[config.mk]
export PLATFORM = sky130hd
export DESIGN_NAME = risc_toy_fetch
export DESIGN_NICKNAME = d
export VERILOG_FILES = /design/src/rtl/risc_toy_fetch.sv
export SDC_FILE = /design/constraint.sdc
export NUM_CORES = 1
export LEC_CHECK = 0
export BUFFER_PORTS_ARGS = -buffer_cell sky130_fd_sc_hd__buf_2
export CORE_MARGIN = 2
export CORE_UTILIZATION = 51
export CTS_CLUSTER_DIAMETER = 120
export DETAILED_ROUTE_END_ITERATION = 8
export PLACE_DENSITY = 0.76
export SYNTH_ARGS = -nofsm -noshare
export SYNTH_HDL_FRONTEND = slang
export SYNTH_SLANG_ARGS = --single-unit
[constraint.sdc]
create_clock -name CLK -period 3 [get_ports CLK]
set_clock_uncertainty 0.2 [all_clocks]
set_input_delay 0.6 -clock CLK [delete_from_list [all_inputs] [get_ports CLK]]
set_output_delay 0.6 -clock CLK [all_outputs]
set_load 0.02 [all_outputs]
[src/rtl/risc_toy_fetch.sv]
// RISC_TOY instruction-fetch stage: owns the PC, drives the instruction port and
// buffers returned words in a small in-order queue ahead of decode.
module risc_toy_fetch #(
  parameter logic [29:0] RESET_PC = 30'h0,
  parameter int          FQ_DEPTH = 2
) (
  input  logic        CLK,
  input  logic        RSTN,
  output logic        IREQ,
  output logic [29:0] IADDR,
  input  logic [31:0] INSTR,
  input  logic        STALL,
  input  logic        REDIRECT,
  input  logic [29:0] REDIRECT_ADDR,
  output logic        ID_VALID,
  output logic [31:0] ID_INSTR,
  output logic [29:0] ID_PC,
  output logic [29:0] ID_PC_NEXT
);

  localparam int PW = $clog2(FQ_DEPTH);
  localparam int CW = $clog2(FQ_DEPTH + 1);
  localparam logic [CW:0] DEPTH_W = (CW + 1)'(FQ_DEPTH);

  typedef enum logic [1:0] {S_BOOT, S_RUN, S_FLUSH} state_t;

  state_t          state_reg, state_next;
  logic [29:0]     pc_reg, pc_next;
  logic [CW-1:0]   count_reg, count_next;
  logic [PW-1:0]   head_reg, head_next;
  logic [PW-1:0]   tail_reg, tail_next;
  logic            inflight_reg, inflight_next;
  logic [29:0]     inflight_pc_reg, inflight_pc_next;
  logic [31:0]     id_instr_reg, id_instr_next;
  logic [29:0]     id_pc_reg, id_pc_next;

  logic            pop;
  logic            push;
  logic [CW:0]     occupancy;
  logic [PW-1:0]   head_after_pop;
  logic [CW-1:0]   remaining;
  logic [61:0]     entry_data [FQ_DEPTH];

  assign ID_VALID   = (count_reg != '0);
  assign pop        = ID_VALID & ~STALL;
  assign push       = inflight_reg & (state_reg != S_FLUSH) & ~REDIRECT;
  // Words still owed to the queue after this cycle's pop; issuing only below
  // the depth guarantees every returning word finds a free slot.
  assign occupancy  = {1'b0, count_reg} + (CW + 1)'(inflight_reg) - (CW + 1)'(pop);

  assign IADDR      = pc_reg;
  assign ID_INSTR   = id_instr_reg;
  assign ID_PC      = id_pc_reg;
  assign ID_PC_NEXT = id_pc_reg + 30'd1;

  // FSM: state register
  always_ff @(posedge CLK or negedge RSTN) begin
    if (!RSTN) begin
      state_reg <= S_BOOT;
    end else begin
      state_reg <= state_next;
    end
  end

  // FSM: next state
  always_comb begin
    state_next = state_reg;
    case (state_reg)
      S_BOOT:  state_next = S_RUN;
      S_RUN:   state_next = REDIRECT ? S_FLUSH : S_RUN;
      S_FLUSH: state_next = REDIRECT ? S_FLUSH : S_RUN;
      default: state_next = S_BOOT;
    endcase
  end

  // FSM: outputs
  always_comb begin
    IREQ = 1'b0;
    if ((state_reg == S_RUN) && !REDIRECT && (occupancy < DEPTH_W)) begin
      IREQ = 1'b1;
    end
  end

  // Queue storage, one register per entry; written at the tail on push.
  for (genvar gi = 0; gi < FQ_DEPTH; gi++) begin : g_entry
    logic [61:0] data_reg;
    always_ff @(posedge CLK or negedge RSTN) begin
      if (!RSTN) begin
        data_reg <= '0;
      end else if (push && (tail_reg == PW'(gi))) begin
        data_reg <= {INSTR, inflight_pc_reg};
      end
    end
    assign entry_data[gi] = data_reg;
  end

  assign head_after_pop = head_reg + PW'(pop);
  assign remaining      = count_reg - CW'(pop);

  always_comb begin
    pc_next          = pc_reg;
    count_next       = count_reg;
    head_next        = head_reg;
    tail_next        = tail_reg;
    inflight_next    = IREQ;
    inflight_pc_next = inflight_pc_reg;
    id_instr_next    = id_instr_reg;
    id_pc_next       = id_pc_reg;
    if (REDIRECT) begin
      pc_next    = REDIRECT_ADDR;
      count_next = '0;
      head_next  = '0;
      tail_next  = '0;
    end else begin
      if (IREQ) begin
        pc_next          = pc_reg + 30'd1;
        inflight_pc_next = pc_reg;
      end
      head_next  = head_after_pop;
      count_next = remaining + CW'(push);
      if (push) begin
        tail_next = tail_reg + PW'(1);
      end
      // ID registers track the head the queue will have after this edge;
      // an empty queue leaves them holding the last instruction.
      if (remaining != '0) begin
        {id_instr_next, id_pc_next} = entry_data[head_after_pop];
      end else if (push) begin
        id_instr_next = INSTR;
        id_pc_next    = inflight_pc_reg;
      end
    end
  end

  always_ff @(posedge CLK or negedge RSTN) begin
    if (!RSTN) begin
      pc_reg          <= RESET_PC;
      count_reg       <= '0;
      head_reg        <= '0;
      tail_reg        <= '0;
      inflight_reg    <= 1'b0;
      inflight_pc_reg <= '0;
      id_instr_reg    <= '0;
      id_pc_reg       <= '0;
    end else begin
      pc_reg          <= pc_next;
      count_reg       <= count_next;
      head_reg        <= head_next;
      tail_reg        <= tail_next;
      inflight_reg    <= inflight_next;
      inflight_pc_reg <= inflight_pc_next;
      id_instr_reg    <= id_instr_next;
      id_pc_reg       <= id_pc_next;
    end
  end

  a_no_push_when_full: assert property (@(posedge CLK) disable iff (!RSTN)
    !(push && (count_reg == CW'(FQ_DEPTH))));

endmodule

==> results.yml <==
timing:
  worst_pin_slew_ns: 0.663
  fmax_ghz: 0.341
  hold_ws_ns: 0.0990
  relSlewSlack: 0.558
  hold_violations: 0
  fin_crit_ns: 2.93
  finalCritPeriodShare: 0.978
  rsz0062_at_grt: "yes"
  finalMaxSlewViolations: 0
  setup_ws_ns: 0.0674
  setup_viol: 0
cells_and_area:
  final_cell_mix: "dfrtp_1, nand2_1, buf_2"
  final_layout_size_suffix_gt1_frac: 0.351
  final_common_cell: "dfrtp_1"
  area_delta_synth_final_pct: 22.0
  layout.nets: 1351
  fin_cells: 1581
  antenna_cells: 0
  nFillCells: 1776
  regArea_sq_mm: 0.00634
  multi_input_area_sq_mm: 0.00496
  largest_reg_flops: 124
floorplan:
  core_area_sq_mm: 0.0225
  start_util: 0.516
  num_io_pins: 190
  fp.dieW_um: 155
  dieArea_sq_mm: 0.0240
  placementRows: 55
  fp.dieH_um: 155
run_status:
  status: "complete, no violations"
clock_network:
  clkLatencyLatePin_ns: 0.52
  cts.sink_count: 253
  clockRootBuffer: "clkbuf_16"
  clock_path_buffers: 3
  h-tree-depth: 1
  path_clk_slew_ns: 0.06
  cts_tree: "yes"
  cts-buffers-inserted: 27
routing:
  postRouteAntennaNets: 0
  dr.pass1.iters: 5
  routedWlPerCell_um: 18.8
  route.detailed.vias_per_inst: 5.87
  drt_iter0_markers: 785
  drt-total-wl_mm: 29.8
  num_vias: 9281
  drc: 0
yosys:
  syn_nets: 1137
  synthArstFlopShare: 1.00
  netlist_instances: 1062
  synth_compound_area_frac: 0.116
  synth.distinct_cells: 60
  synth_top_family_by_area: "simple AND/OR/NAND/NOR gates"
  synthXorXnorAreaFrac: 0.0290
  synthSimpleGateAreaFrac: 0.142
  muxShareOfSynthArea: 0.123
  synth-edff-count: 0
  ys.flop_type: "dfrtp_1"
  syn_avg_cell_area_sq_um: 10.9
  ys_ff_latch: 253
  synth_area_sq_mm: 0.0116
  synth_warnings: 0
  seq_area_frac_synth: 0.545
  synth_adder_area_share: 0.0103
power:
  leakagePower_nw: 6.55
  powerDensity_mw_per_mm2: 1180
  fin_total_pwr_w: 0.0167
  vdd_ir_drop_max_uv: 712
worst_hold_path:
  hp-class: "primary input to register"
worst_setup_path:
  cpPeakStageDelay_ns: 0.40
  cp-start-kind: "register"
  path_class: "register to primary output"
  cpMaxStageDelayCell: "dfrtp_1"
  required_ns: 2.20
  worstPathCellList: "nand4_1 > buf_4 > nor4_4 > buf_6 > nand4_1 > xnor2_1 > buf_4"
  arrival_ns: 2.13
  worstPathMaxFanout: 7
  ff2ff_setup_slack_ns: 0.37
  critPathCaptureType: "primary output"
global_routing:
  grt_pass1_vias: 8880
  overflow: 0
  grt_usage: 0.247
  grt_start_max_net_pins: 82
  grt_antenna_before_repair: 1
  grt_pass1_wl_mm: 47.9
run:
  cap_violations: 0
placed_design:
  portBuffers: 189
  place_congestion: 0.839
  hpwl_mm: 19.5
  dpl.cell_count: 1511
  dp_slack_ns: 0.0774
## worst paths after layout
check / startpoint / to / cells past startpoint
min in group asynchronous: RSTN / IADDR[14] / 2
setup / recovery: ID_PC[10] / ID_PC_NEXT[22] / 7
hold reg to reg: g_entry[0].data_reg[42] / g_entry[0].data_reg[42] / 1
max in group asynchronous: RSTN / g_entry[0].data_reg[58] / 3
setup reg to reg: inflight_reg / IADDR[23] / 9
hold / removal: REDIRECT_ADDR[17] / IADDR[17] / 3
## critical path: cells and delay by family, from the launching register on
family                 cells  cell delay, ns
XOR/XNOR                   1            0.20
buffers and inverters      3            0.53
flip-flops                 1            0.40
AND/OR/NAND/NOR            3            0.49
## Yosys cell counts, types with 4 or more instances
master	instances	area [sq um]
dfrtp_1	253	6330
nand2_1	242	908
mux2_2	125	1410
a31oi_1	64	400
o22ai_1	62	388
buf_2	32	160
nand3_1	28	140
clkbuf_1	26	97.6
xnor2_1	23	201
o311ai_0	18	158
inv_1	17	63.8
nand4_1	15	93.8
nor2_1	13	48.8
o21ai_0	10	50.1
and4_1	8	70.1
ha_1	8	100
xor2_1	8	70.1
a21oi_1	7	35.0
and3_1	6	37.5
buf_6	6	67.6
o211ai_1	6	45.0
o41ai_1	6	52.6
and2_1	5	31.3
nor3_1	5	25.0
o311ai_1	5	43.8
or3_1	5	31.3
or4_1	5	37.5
a22oi_1	4	30.0
nor2b_1	4	25.0
nor4_1	4	25.0
## layout make-up
| class | instances | area share |
|---|---|---|
| Sequential cell | 253 | 0.448 |
| Multi-Input combinational cell | 726 | 0.351 |
| Timing Repair Buffer | 251 | 0.109 |
| Clock buffer | 39 | 0.0572 |
| Tap cell | 285 | 0.0252 |
| Clock inverter | 10 | 0.00574 |
| Inverter | 17 | 0.00451 |
## where the power goes
part	leakage, nW	switching [W]	internal (W)	total [W]
Combinational	2.95	0.00437	0.00296	0.00733
Clock	0.447	0.00133	0.00196	0.00329
Sequential	3.16	0.00121	0.00486	0.00608
Total	6.55	0.00691	0.00978	0.0167
## layer usage
layer | vias to the layer above | routed length (um) | track usage
met5 | - | 0 | 0
met4 | 0 | 527 | 0.0639
met3 | 41 | 1710 | 0.0362
met2 | 325 | 13800 | 0.379
met1 | 4638 | 13700 | 0.371
li1 | 4277 | - | -
## cell families after synthesis
kind of cell | after synthesis
compound gates | 196
xor+xnor | 35
fa+ha+maj | 9
buf+inv | 83
flops | 253
mux | 127
simple gates | 359
## through the flow
step / setup TNS (ns) / instance area (sq um) / utilization
after floorplan: 0 / 11600 / -
after global placement: 0 / 13000 / 0.579
after detailed placement: 0 / 13000 / 0.579
after CTS: 0 / 14000 / 0.623
after global routing: -0.157 / 14200 / 0.629
final: 0 / 14200 / 0.629
## repair_timing
item,in CTS,in global routing
setup endpoints to repair,17,14
endpoints found under the hold margin,77,0
hold buffers,1,0
gates resized for setup,9,19
pin swaps,6,6
buffers inserted,9,11
Note: power is estimated with default switching activity, not from simulation.
